===== src/rtl/pc_seq_pkg.sv =====
// Shared definitions for the program-counter sequencer: FSM state encoding
// and the default reset vector.
package pc_seq_pkg;

    localparam int STATE_W              = 2;
    localparam int DEFAULT_RESET_VECTOR = 0;

    typedef enum logic [STATE_W-1:0] {
        ST_BOOT  = 2'd0,
        ST_RUN   = 2'd1,
        ST_STALL = 2'd2,
        ST_HALT  = 2'd3
    } state_t;

endpackage


===== src/rtl/pc_next_sel.sv =====
// Next-PC selection for the sequencer: computes the fresh redirect target
// (jump beats branch) and the final candidate PC for a non-stalled cycle
// (fresh redirect > pending redirect > pc+1), each with an overflow flag.
module pc_next_sel
    import pc_seq_pkg::*;
#(
    parameter int PC_W = 6
) (
    input  logic [PC_W-1:0] pc,
    input  logic            jump,
    input  logic [PC_W-1:0] jump_target,
    input  logic            branch_taken,
    input  logic [PC_W-1:0] branch_offset,
    input  logic            pend_valid,
    input  logic [PC_W-1:0] pend_target,
    input  logic            pend_ovf,
    output logic            fresh_redirect,
    output logic [PC_W-1:0] fresh_target,
    output logic            fresh_ovf,
    output logic [PC_W-1:0] next_pc,
    output logic            next_ovf
);

    // Two guard bits make the branch sum's out-of-range cases visible:
    // anything non-zero above bit PC_W-1 means the true sum left 0..2^PC_W-1.
    logic [PC_W+1:0] branch_sum;
    logic [PC_W:0]   seq_sum;
    logic            branch_ovf;
    logic            seq_ovf;

    // Adders for the branch target and the sequential increment
    always_comb begin
        branch_sum = {2'b00, pc}
                   + {{(PC_W+1){1'b0}}, 1'b1}
                   + {{2{branch_offset[PC_W-1]}}, branch_offset};
        seq_sum    = {1'b0, pc} + {{PC_W{1'b0}}, 1'b1};
        branch_ovf = (branch_sum[PC_W+1:PC_W] != 2'b00);
        seq_ovf    = seq_sum[PC_W];
    end

    // Priority mux: jump over branch for the fresh redirect, then fresh
    // redirect over pending redirect over sequential for the final choice
    always_comb begin
        fresh_redirect = jump | branch_taken;
        fresh_target   = branch_sum[PC_W-1:0];
        fresh_ovf      = branch_ovf;
        if (jump) begin
            fresh_target = jump_target;
            fresh_ovf    = 1'b0;
        end

        next_pc  = seq_sum[PC_W-1:0];
        next_ovf = seq_ovf;
        if (fresh_redirect) begin
            next_pc  = fresh_target;
            next_ovf = fresh_ovf;
        end else if (pend_valid) begin
            next_pc  = pend_target;
            next_ovf = pend_ovf;
        end
    end

endmodule


===== src/rtl/pc_sequencer.sv =====
// Program-counter controller for the single-cycle core. Holds fetch invalid
// for a boot window after reset, then advances by +1, branch, or jump,
// holds on stall (capturing any redirect seen meanwhile), and halts stickily.
// Optional feature macro PC_BOUNDS_EN: an out-of-range increment or branch
// raises a sticky fault and halts with pc unchanged; otherwise pc wraps
// modulo 2^PC_W and fault is tied low.
module pc_sequencer
    import pc_seq_pkg::*;
#(
    parameter int              PC_W         = 6,
    parameter logic [PC_W-1:0] RESET_VECTOR = PC_W'(DEFAULT_RESET_VECTOR),
    parameter int              BOOT_CYCLES  = 2
) (
    input  logic            clk,
    input  logic            reset_n,
    input  logic            enable,
    input  logic            stall,
    input  logic            branch_taken,
    input  logic [PC_W-1:0] branch_offset,
    input  logic            jump,
    input  logic [PC_W-1:0] jump_target,
    input  logic            halt,
    output logic [PC_W-1:0] pc,
    output logic            pc_valid,
    output logic            redirect_pend,
    output logic            fault
);

    localparam int              BOOT_W    = $clog2(BOOT_CYCLES + 1);
    localparam logic [BOOT_W-1:0] BOOT_LAST = BOOT_W'(BOOT_CYCLES - 1);

    state_t            state;
    logic [BOOT_W-1:0] boot_cnt;
    logic [PC_W-1:0]   pend_target;
    logic              pend_ovf;

    logic              fresh_redirect;
    logic [PC_W-1:0]   fresh_target;
    logic              fresh_ovf;
    logic [PC_W-1:0]   next_pc;
    logic              next_ovf;

    pc_next_sel #(
        .PC_W (PC_W)
    ) u_next_sel (
        .pc             (pc),
        .jump           (jump),
        .jump_target    (jump_target),
        .branch_taken   (branch_taken),
        .branch_offset  (branch_offset),
        .pend_valid     (redirect_pend),
        .pend_target    (pend_target),
        .pend_ovf       (pend_ovf),
        .fresh_redirect (fresh_redirect),
        .fresh_target   (fresh_target),
        .fresh_ovf      (fresh_ovf),
        .next_pc        (next_pc),
        .next_ovf       (next_ovf)
    );

`ifdef PC_BOUNDS_EN
    logic fault_reg;
    assign fault = fault_reg;
`else
    // Overflow only matters when bounds checking is built in
    logic unused_next_ovf;
    assign unused_next_ovf = next_ovf;
    assign fault = 1'b0;
`endif

    // Sequencer FSM with registered pc, pc_valid, pending redirect and fault.
    // A cycle with stall high in RUN or STALL holds pc and captures any
    // redirect; the first unstalled cycle applies fresh > pending > pc+1.
    always_ff @(posedge clk or negedge reset_n) begin
        if (!reset_n) begin
            state         <= ST_BOOT;
            boot_cnt      <= '0;
            pc            <= RESET_VECTOR;
            pc_valid      <= 1'b0;
            redirect_pend <= 1'b0;
            pend_target   <= '0;
            pend_ovf      <= 1'b0;
`ifdef PC_BOUNDS_EN
            fault_reg     <= 1'b0;
`endif
        end else if (enable) begin
            unique case (state)
                ST_BOOT: begin
                    if (boot_cnt == BOOT_LAST) begin
                        state    <= ST_RUN;
                        pc_valid <= 1'b1;
                    end else begin
                        boot_cnt <= boot_cnt + BOOT_W'(1);
                    end
                end
                ST_RUN, ST_STALL: begin
                    if (halt) begin
                        state         <= ST_HALT;
                        pc_valid      <= 1'b0;
                        redirect_pend <= 1'b0;
                    end else if (stall) begin
                        state    <= ST_STALL;
                        pc_valid <= 1'b0;
                        if (fresh_redirect) begin
                            redirect_pend <= 1'b1;
                            pend_target   <= fresh_target;
                            pend_ovf      <= fresh_ovf;
                        end
                    end else
`ifdef PC_BOUNDS_EN
                    if (next_ovf) begin
                        fault_reg     <= 1'b1;
                        state         <= ST_HALT;
                        pc_valid      <= 1'b0;
                        redirect_pend <= 1'b0;
                    end else
`endif
                    begin
                        state         <= ST_RUN;
                        pc            <= next_pc;
                        pc_valid      <= 1'b1;
                        redirect_pend <= 1'b0;
                    end
                end
                ST_HALT: begin
                    pc_valid      <= 1'b0;
                    redirect_pend <= 1'b0;
                end
                default: begin
                    state <= ST_HALT;
                end
            endcase
        end
    end

endmodule

===== config.mk =====
export PLATFORM = sky130hd
export DESIGN_NAME = pc_sequencer
export DESIGN_NICKNAME = d
export VERILOG_FILES = /design/src/rtl/pc_seq_pkg.sv /design/src/rtl/pc_next_sel.sv /design/src/rtl/pc_sequencer.sv
export SDC_FILE = /design/constraint.sdc
export NUM_CORES = 1
export LEC_CHECK = 0
export ABC_AREA = 0
export CAP_MARGIN = 10
export CORE_MARGIN = 3
export CORE_UTILIZATION = 54
export DETAILED_ROUTE_END_ITERATION = 6
export HOLD_SLACK_MARGIN = 0.05
export PLACE_DENSITY_LB_ADDON = 0.08
export SYNTH_ARGS = -nofsm -noshare
export SYNTH_HDL_FRONTEND = slang
export SYNTH_SLANG_ARGS = --single-unit

===== constraint.sdc =====
create_clock -name clk -period 4.5 [get_ports clk]
set_clock_uncertainty 0.2 [all_clocks]
set_input_delay 0.9 -clock clk [delete_from_list [all_inputs] [get_ports clk]]
set_output_delay 0.9 -clock clk [all_outputs]
set_load 0.02 [all_outputs]

After elaboration in Yosys (flattened, before gate mapping)

Cells that the tools add are included.

Add/sub/neg operators: 4
Reductions and logical operators: 10
Equal/unequal tests: 6
Multiplexer cells: 15
Bitwise operators: 4

Operators by type and width:

| cell                  | number |
|---|---|
| $mux W6               | 3 |
| $add A6 B1 Y6 const B | 2 |
| $reduce_and A3 Y1     | 3 |
| $add A6 B6 Y6         | 1 |
| $mux W1               | 6 |
| $mux W2               | 3 |
| $reduce_and A5 Y1     | 1 |
| $eq A2 B1 Y1 const B  | 2 |
| $eq A2 B2 Y1 const B  | 2 |
| $ne A4 B4 Y1 const B  | 1 |
| $pmux W2 S2           | 1 |
| $reduce_and A4 Y1     | 1 |
| $reduce_bool A2 Y1    | 2 |
| $not A1 Y1            | 3 |
| $pmux W1 S3           | 1 |
| $add A2 B1 Y2 const B | 1 |
| $logic_not A2 Y1      | 1 |
| $ne A2 B2 Y1 const B  | 1 |
| $pmux W1 S2           | 1 |
| $reduce_and A2 Y1     | 1 |
| $reduce_or A2 Y1      | 1 |
| $or A1 B1 Y1          | 1 |

Logic and storage cells: 45
Register bits after elaboration: 18

Longest topological paths before layout

Word-level depth: 5
Gate-level depth with buffers: 8
Depth with buffers taken out: 8

Cells and area by module

A second synthesis with hierarchy kept.

Cells, all modules: 159
Area total of the unflattened synthesis: 1507.7 um^2

By module, submodules not included:

| module       | instances | area an instance (um^2) | cells an instance | seq. area each (um^2) |
|---|---|---|---|---|
| pc_sequencer | 1         | 859.6                   | 64                | 475.5 |
| pc_next_sel  | 1         | 648.1                   | 95                | 0.0 |

Worst setup path before layout

Ideal clock, no wire load.

Path kind: input-to-reg
From: input port branch_offset[2]
To: register pc[5]
Arrival time: 2238 ps
Required time: 4168 ps
Setup time: 132 ps
Setup slack: 1930 ps
Stages: 6
Cell sequence: ha_1 o211a_1 o31a_1 or4_4 a31oi_1 o21ai_1

Word-level cells in the longest chain between the ends: 3

RTL lines:

| item                 | line                | RTL |
|---|---|---|
| start, declared      | pc_sequencer.sv:19  | `input logic [PC_W-1:0] branch_offset,` |
| $add A6 B6 Y6        | pc_next_sel.sv:35   | `+ {{2{branch_offset[PC_W-1]}}, branch_offset};` |
| $mux W6              | pc_next_sel.sv:47   | `if (jump) begin` |
| $mux W6              | pc_next_sel.sv:54   | `if (fresh_redirect) begin` |
| end signal, assigned | pc_sequencer.sv:120 | `pc <= next_pc;` |
| end, declared        | pc_sequencer.sv:23  | `output logic [PC_W-1:0] pc,` |

No other way between the ends.
A chain may end at the register's enable or synchronous reset.

Worst setup path in the final report

From: input port jump
To: register pend_target[4]

Word-level cells in the longest chain between the ends: 2
Elaborated cells on any way between the ends: 3

RTL lines:

| item                        | line                | RTL |
|---|---|---|
| start, declared             | pc_sequencer.sv:20  | `input logic jump,` |
| $or A1 B1 Y1                | pc_next_sel.sv:44   | `fresh_redirect = jump \| branch_taken;` |
| $reduce_and A5 Y1 (no line) | --                  |  |
| end signal, assigned        | pc_sequencer.sv:106 | `pend_target <= fresh_target;` |
| end, declared               | pc_sequencer.sv:34  | `logic [PC_W-1:0] pend_target;` |

Several ways; a longest one is shown, not always the timed one.

==> results.json <==
{
  "status": "complete, no violations",
  "hold_buffers": 0,
  "htree_levels": 1,
  "postLayoutCoreUtil": 0.719,
  "cts_resized": 0,
  "end_kind": "flop",
  "diodes": 0,
  "dr.pass1.iters": 4,
  "ant_nets": 0,
  "required_ns": 4.48,
  "antenna_found_initial": 0,
  "grt_max_degree": 24,
  "fin_area_um2": 1620,
  "cts_tree": "built",
  "start_util": 0.583,
  "fp.coreArea_um2": 2250,
  "r2r-start": "pc[2]",
  "post-route-period-util": 0.689,
  "fin_ws_ns": 1.40,
  "grt_pass1_vias": 1144,
  "fin_tns_setup_ns": 0,
  "cp_top_family": "buffers and inverters",
  "critPathMaxStageDelay_ns": 0.91,
  "hold_violations": 0,
  "cts-root-buf": "clkbuf_4",
  "slew_violations": 0,
  "synth_cell_types": 42,
  "synth_edf_count": 0,
  "cts_num_sinks": 18,
  "overflow": 0,
  "postPlaceCellArea_um2": 1590,
  "fin_crit_ns": 3.10,
  "dr_total_vias": 1170,
  "cts_buffers": 3,
  "pre_cts_ws_ns": 1.13,
  "slowest_stage": "clkdlybuf4s50_1",
  "path_buf_inv": 1,
  "ys_seq_elements": 18,
  "drive_gt1_frac": 0.0690,
  "ir_drop_mv": 0.355,
  "power_density_nw_per_um2": 585,
  "ios": 28,
  "crit_fanout": 23,
  "syn-num-nets": 178,
  "cp.arrival_ns": 3.08,
  "cts_post_setup_buffers_inserted": 0,
  "track_usage": 0.201,
  "min_from": "boot_cnt[1]",
  "synth-async-reset-ratio": 1.00,
  "yosysSeqAreaShare": 0.343,
  "grt_pass1_wl_mm": 5.00,
  "rsz0062_at_grt": "false",
  "synth_area_leaders": "dfrtp_1, ha_1, o21ai_1",
  "leakagePower_uw": 0.000686,
  "syn_inst": 149,
  "die_y_um": 55.3,
  "drt_iter0_drc": 27,
  "post-dp-hpwl_mm": 2.26,
  "syn_avg_cell_area_um2": 8.83,
  "via_per_inst": 5.79,
  "cp-startpoint": "jump",
  "start_kind": "input pin",
  "wire_per_inst_um": 14.2,
  "clkTransAtPathRegs_ns": 0.09,
  "hold_path_class": "reg2reg",
  "setup-violations-final": 0,
  "drcViolationCount": 0,
  "die-area_um2": 3060,
  "path_cells": "clkdlybuf4s50_1 -> nor2_1 -> nor3b_2 -> mux2_2",
  "synthDominantCellAreaShare": 0.343,
  "critical_path_class": "in2reg",
  "slew_headroom": 0.473,
  "fp.dieW_um": 55.3,
  "insertion_delay_ns": 0.29,
  "syn_to_final_growth_pct": 23.3,
  "cts_buffer_depth": 2,
  "ys_warn_count": 0,
  "nNetsFinal": 204,
  "cap_viol_max_count": 0,
  "yosys.area.top_type": "dfrtp_1",
  "io_buffers": 26,
  "syn_area_um2": 1320,
  "tightest_slew_ns": 0.787,
  "place_congestion": 0.897,
  "timing.fmax_mhz": 322,
  "drt-total-wl_mm": 2.87,
  "row_count": 17,
  "synth_flop_cell": "dfrtp_1"
}
-- synthesized netlist by cell type (2+ instances only) --
cell	number
nand3b_1	2
nand2b_1	2
a31oi_1	2
o21ai_0	8
nor3b_1	4
a21oi_1	6
nor2b_1	2
clkbuf_1	2
nor2_1	12
xnor2_1	3
dfrtp_1	18
o21ai_1	10
a211oi_1	4
nor4b_1	2
xor2_1	3
buf_2	2
inv_1	12
nand2_1	13
o31a_1	2
nand3_1	5
ha_1	9
o211ai_1	2
mux2_2	4
mux2i_1	2
-- state kept, by name (all words and copies together), names as in the netlist --
| signal | flops |
|---|---|
| pc | 6 |
| pend_target | 6 |
| redirect_pend | 1 |
| pc_valid | 1 |
| state | 2 |
| boot_cnt | 2 |
-- power by group --
group / total [uW] / leakage (uW) / internal (uW) / switching, uW
Combinational: 530 / 0.000447 / 258 / 272
Clock: 97.3 / 0.0000210 / 49.3 / 48.0
Sequential: 321 / 0.000217 / 239 / 82.0
-- cell usage in the layout, fill, tap and decap left out, types with 2 or more instances in the layout --
cell type / count
a211oi_1: 4
nor3b_1: 4
a31oi_1: 2
nand2_1: 13
o21ai_1: 10
mux2_2: 4
xor2_1: 3
nand3b_1: 2
nand3_1: 5
ha_1: 9
clkdlybuf4s50_1: 26
clkbuf_4: 3
nand2b_1: 2
o21ai_0: 8
xnor2_1: 3
dfrtp_1: 18
nor2_1: 12
nor2b_1: 2
a21oi_1: 6
mux2i_1: 2
o31a_1: 2
inv_1: 12
nor4b_1: 2
o211ai_1: 2
-- final timing paths --
check,end,slack [ns],cells past startpoint
max in group asynchronous,pc[0],2.75,1
hold / removal,boot_cnt[1],0.29,2
setup / recovery,pend_target[4],1.40,4
min in group asynchronous,pc[5],0.85,1
hold reg to reg,boot_cnt[1],0.29,2
setup reg to reg,pc[5],2.26,6
-- metrics by stage --
step | total power (uW) | cells | hold WS, ns
floorplan | 675 | 149 | 0.250
global placement | 830 | 198 | 0.263
detailed placement | 854 | 198 | 0.272
CTS | 953 | 202 | 0.294
global route | 1030 | 202 | 0.323
finish | 948 | 202 | 0.289
-- worst register-to-register path, stage by stage, from the launching register on --
cell	delay (ns)
dfrtp_1	0.47
ha_1	0.37
o211a_1	0.22
o31a_1	0.11
or4_4	0.49
a31oi_1	0.19
o21ai_1	0.08
-- logic make-up (layout without fill, tap and decap cells) --
family	Yosys count	count (layout)	share of synthesized area
buffers and inverters	17	42	0.0533
muxes	7	7	0.0580
AOI/OAI and AO/OA	40	40	0.188
and+or+nand+nor	50	50	0.214
adders and majority gates	10	10	0.101
other	1	1	0.00285
DFF	18	18	0.343
xor gates and xnor gates	6	6	0.0400
-- layer usage --
layer	global-route usage	vias to the layer above	share of wire
met4	0.0660	0	0.011
met5	0	-	0
met2	0.302	30	0.45
met1	0.280	549	0.48
li1	-	587	-
met3	0.0537	4	0.057
-- layout make-up --
type | instances | area, um2
multi-input cells | 114 | 795
fillers | 187 | 633
well taps | 28 | 35.0
repair buffers | 26 | 260
inverters | 12 | 45.0
flip-flops and latches | 18 | 450
clock buffers | 4 | 36.3
Note: power is estimated with default switching activity, not from simulation.
==> edit 1, RTL diff (same settings) <==
`BOOT_CYCLES`: 2 -> 8.
--- a/src/rtl/pc_sequencer.sv
+++ b/src/rtl/pc_sequencer.sv
@@ -11,3 +11,3 @@
     parameter logic [PC_W-1:0] RESET_VECTOR = PC_W'(DEFAULT_RESET_VECTOR),
-    parameter int              BOOT_CYCLES  = 2
+    parameter int              BOOT_CYCLES  = 8
 ) (
Behaviour: not the same (a bounded check fails within 4 cycles, from zero or initial values and one cycle with reset_n low).
==> edit 1 against the original RTL <==
- setup slack better by 2.8 ps
- register-to-register slack gained 20 ps
- area after synthesis grew 7.9%
- design area up 5.1%
- power rose by 3.1%
- critical path type unchanged
- critical endpoint unchanged
- sequential cell count grew 2
- clock power shrank 14%
- wire length rose by 15%
- final cell count is 5.9% higher
- sequential share of layout area grew 1.6 points
==> edit 1: results (changes against the original RTL) <==
All-Layer GR Usage 0.212 (was 0.201); maximum VDD drop 0.442 mV (was 0.355 mV); Reg2Reg Setup Slack 2280 ps (was 2260 ps); outcome finished clean (unchanged); first-pass GRT wire length 5.53 mm (was 5.00 mm); Hold Path Stages 1 (was 2); Min-Delay Endpoint boot_cnt[3]$_DFFE_PN0P_ (was boot_cnt[1]$_DFFE_PN0P_); final instance area 1700 um2 (was 1620 um2); met2 Use GR 0.362 (was 0.302); drt first pass iters 5 (was 4); DR iter-0 viols 55 (was 27); post-synthesis cell count 163 (was 149); pin count of the biggest net entering global routing 21 (was 24); Leak Pwr 0.730 nW (was 0.686 nW); final wirelength 3.29 mm (was 2.87 mm); Skew-Pair Late Insertion Delay 300 ps; DP HPWL 2.48 mm (was 2.26 mm); number of fill cells 177 (was 187); CP top delay family simple AND/OR/NAND/NOR gates (was buffers and inverters); Final #Nets 218 (was 204); Worst Hold Launch boot_cnt[3]$_DFFE_PN0P_ (was boot_cnt[1]$_DFFE_PN0P_); Synth cell types 46 (was 42); post-place setup slack 1120 ps (was 1130 ps); via count 1,281 (was 1,170); DRT met1 WL 1.49 mm (was 1.37 mm); Finished Layout Cells 214 (was 202); Setup crit end pend_target[4]$_DFFE_PN0P_ (unchanged); Hold Slack 280 ps (was 289 ps); Post-synth top cells nand2_1, dfrtp_1, o21ai_0, nor2_1, a21oi_1 (was dfrtp_1, nand2_1, inv_1, nor2_1, o21ai_1); f_max 323 MHz (was 322 MHz); Top FF cell, synth dfrtp_1 (unchanged); met2 wire length 1.59 mm (was 1.30 mm); Rel. slew slack 0.408 (was 0.473); GRT met1 Usage 0.276 (was 0.280); Largest regs pc (6), pend_target (6), boot_cnt (4) (was pc (6), pend_target (6)); layout cells sized above 1 0.0753 (was 0.0690); Synth area leaders dfrtp_1, ha_1, o21ai_0, nand2_1, a21oi_1 (was dfrtp_1, ha_1, o21ai_1, nand2_1, inv_1); CTS Hold Buffers Added 0 (unchanged); compound-gate portion of the synthesized area 0.183 (was 0.188); Post-Synth XOR/XNOR Area 0.0547 (was 0.0400); multiplexer share of the synthesized area 0.0388 (was 0.0580); R2R depth 7 (was 6); GP Congestion 0.859 (was 0.897); adder-cell area share of the yosys netlist 0.102 (was 0.101); post-synthesis sequential area ratio 0.353 (was 0.343); CTS clk-pin slew, worst paths 110 ps (was 90 ps); R2R Path Start pc[0]$_DFFE_PN0P_ (was pc[2]$_DFFE_PN0P_); Arr. time, crit path 3100 ps (was 3080 ps); root buffer cell clkbuf_4 (unchanged); Detail Route met3 WL 171 um (was 162 um); CP Max Fanout 20 (was 23)
edit 1: changes by cell type after synthesis, sizes merged, moves of 2 or more:
cell	before	now
and3	0	2
a21oi	6	11
nor3b	5	2
nand2	13	21
xor2	3	5
a211oi	4	2
dfrtp	18	20
inv	12	10
edit 1: where the power goes:
part           switching [mW]  total, mW  internal (mW)  leakage [nW]
Sequential             0.0916      0.354          0.262         0.242
Combinational           0.283      0.540          0.257         0.474
Clock                  0.0524     0.0836         0.0312        0.0138
edit 1: cell families (layout without fill, tap and decap cells):
logic type                 after synthesis  after routing
xor gates and xnor gates                 8              8
and+or+nand+nor                         60             60
muxes                                    5              5
buffers and inverters                   16             39
adders and majority gates               11             11
other                                    1              1
DFF                                     20             20
AOI/OAI and AO/OA                       42             42
edit 1: cell type report:
type,count,area share
clock buffer,3,0.0132
inverter,10,0.0220
multi-input combinational,127,0.498
sequential,20,0.294
tap,28,0.0206
timing repair buffer,26,0.153
==> edit 2, RTL diff (same settings) <==
Made on the original files. Reset style: synchronous (`reset_n`), changed in one clocked block.
--- a/src/rtl/pc_sequencer.sv
+++ b/src/rtl/pc_sequencer.sv
@@ -73,3 +73,3 @@
     // redirect; the first unstalled cycle applies fresh > pending > pc+1.
-    always_ff @(posedge clk or negedge reset_n) begin
+    always_ff @(posedge clk) begin
         if (!reset_n) begin
Function: differs if reset_n is asserted again (counterexample within 4 cycles, from zero or initial values and one cycle with reset_n low); with reset_n held inactive, the same outputs for 10 cycles.
==> edit 2 against the original RTL <==
- wire length increased by 4.7%
- area after synthesis shrank 2.2%
- design area is 2.1% lower
- sequential share of layout area decreased by 5.1 points
- maximum frequency grew 8.2%
- sequential cell count did not move
- setup slack gained 230 ps
- critical endpoint is now pend_target[0]$_SDFFE_PN0P_
- highest routed layer unchanged
Power is not compared: it rests on default switching activity, and its combinational part moved more than twofold at a synthesized area within 25%.
==> edit 2: results (changes against the original RTL) <==
Largest regs pc (6), pend_target (6) (unchanged); Arr. time, crit path 2850 ps (was 3080 ps); Post-synth top cells dfxtp_1, nand2_1, o21ai_0, nor2_1, a21oi_1 (was dfrtp_1, nand2_1, inv_1, nor2_1, o21ai_1); pin count of the biggest net entering global routing 23 (was 24); DRT met1 WL 1.39 mm (was 1.37 mm); Leak Pwr 0.591 nW; root buffer cell clkbuf_4 (unchanged); post-place setup slack 1330 ps (was 1130 ps); Top FF cell, synth dfxtp_1 (was dfrtp_1); DP HPWL 2.34 mm (was 2.26 mm); R2R depth 7 (was 6); Finished Layout Cells 212 (was 202); Syn Area/Cell 8.04 um2 (was 8.83 um2); GP Congestion 0.846 (was 0.897); post-route setup slack 1630 ps (was 1400 ps); grt met3 use 0.0518 (was 0.0537); Cell Area, Placed 1550 um2 (was 1590 um2); Hold Path Stages 2 (unchanged); Hold Slack 275 ps (was 289 ps); setup violators final 0 (unchanged); CTS clk-pin slew, worst paths 110 ps (was 90 ps); All-Layer GR Usage 0.220 (was 0.201); Reg2Reg Setup Slack 2370 ps (was 2260 ps); Detail Route met3 WL 156 um (was 162 um); met2 wire length 1.44 mm (was 1.30 mm); r2r endpoint pc[2]$_SDFFE_PN0P_ (was pc[5]$_DFFE_PN0P_); asr flop ratio synth 0 (was 1.00); layout cells sized above 1 0.0435 (was 0.0690); post-synthesis sequential area ratio 0.280 (was 0.343); vias in the first global route 1,100 (was 1,144); Synth cell types 39 (was 42); Synth Net Count 189 (was 178); first-pass GRT wire length 4.77 mm (was 5.00 mm); GRT met1 Usage 0.296 (was 0.280); wire length per cell 14.2 um (about the same); Longest Clk Path Bufs 2 (unchanged); CP Max Fanout 22 (was 23); CP Launch Point jump (unchanged); Synth area leaders dfxtp_1, ha_1, mux2i_1, o21ai_0, nand2_1 (was dfrtp_1, ha_1, o21ai_1, nand2_1, inv_1); Worst Hold Launch pend_target[5]$_SDFFE_PN0P_ (was boot_cnt[1]$_DFFE_PN0P_); Vias/cell 5.80 (was 5.79); R2R Path Start pc[0]$_SDFFE_PN0P_ (was pc[2]$_DFFE_PN0P_); Setup crit end pend_target[0]$_SDFFE_PN0P_ (was pend_target[4]$_DFFE_PN0P_); met2 Use GR 0.346 (was 0.302); DR iter-0 viols 29 (was 27); outcome finished clean (unchanged); Least-Margin Pin Slew 701 ps (was 787 ps); Min-Delay Endpoint pend_target[5]$_SDFFE_PN0P_ (was boot_cnt[1]$_DFFE_PN0P_)
==> edit 2: changes by cell type after synthesis, sizes merged, moves of 3 or more <==
cell    before  now
a21oi        6   11
mux2         5    0
xor2         3    6
nand2b       2    6
o21ai       18   14
mux2i        2    7
dfrtp       18    0
dfxtp        0   18
==> edit 2: area by class of cell <==
cell class	count	area, um2
Inverter	10	37.5
Tap cell	28	35.0
Clock buffer	4	36.3
Timing Repair Buffer	26	260
Fill cell	196	646
Multi-Input combinational cell	126	858
Sequential cell	18	360
==> edit 2: logic make-up (layout without fill, tap and decap cells) <==
family	Yosys count	after routing	share of synthesized area
other cells	1	1	0.00292
mux	7	7	0.0545
fa+ha+maj	10	10	0.103
simple gates	56	56	0.236
buf+inv	16	40	0.0525
xor+xnor	8	8	0.0545
flops	18	18	0.280
compound gates	44	44	0.216
==> edit 2: critical path, stage by stage <==
cell and delay (ps):
clkdlybuf4s50_1 920, nor2_2 260, nor3_4 460, mux2i_1 250, nor2_1 50
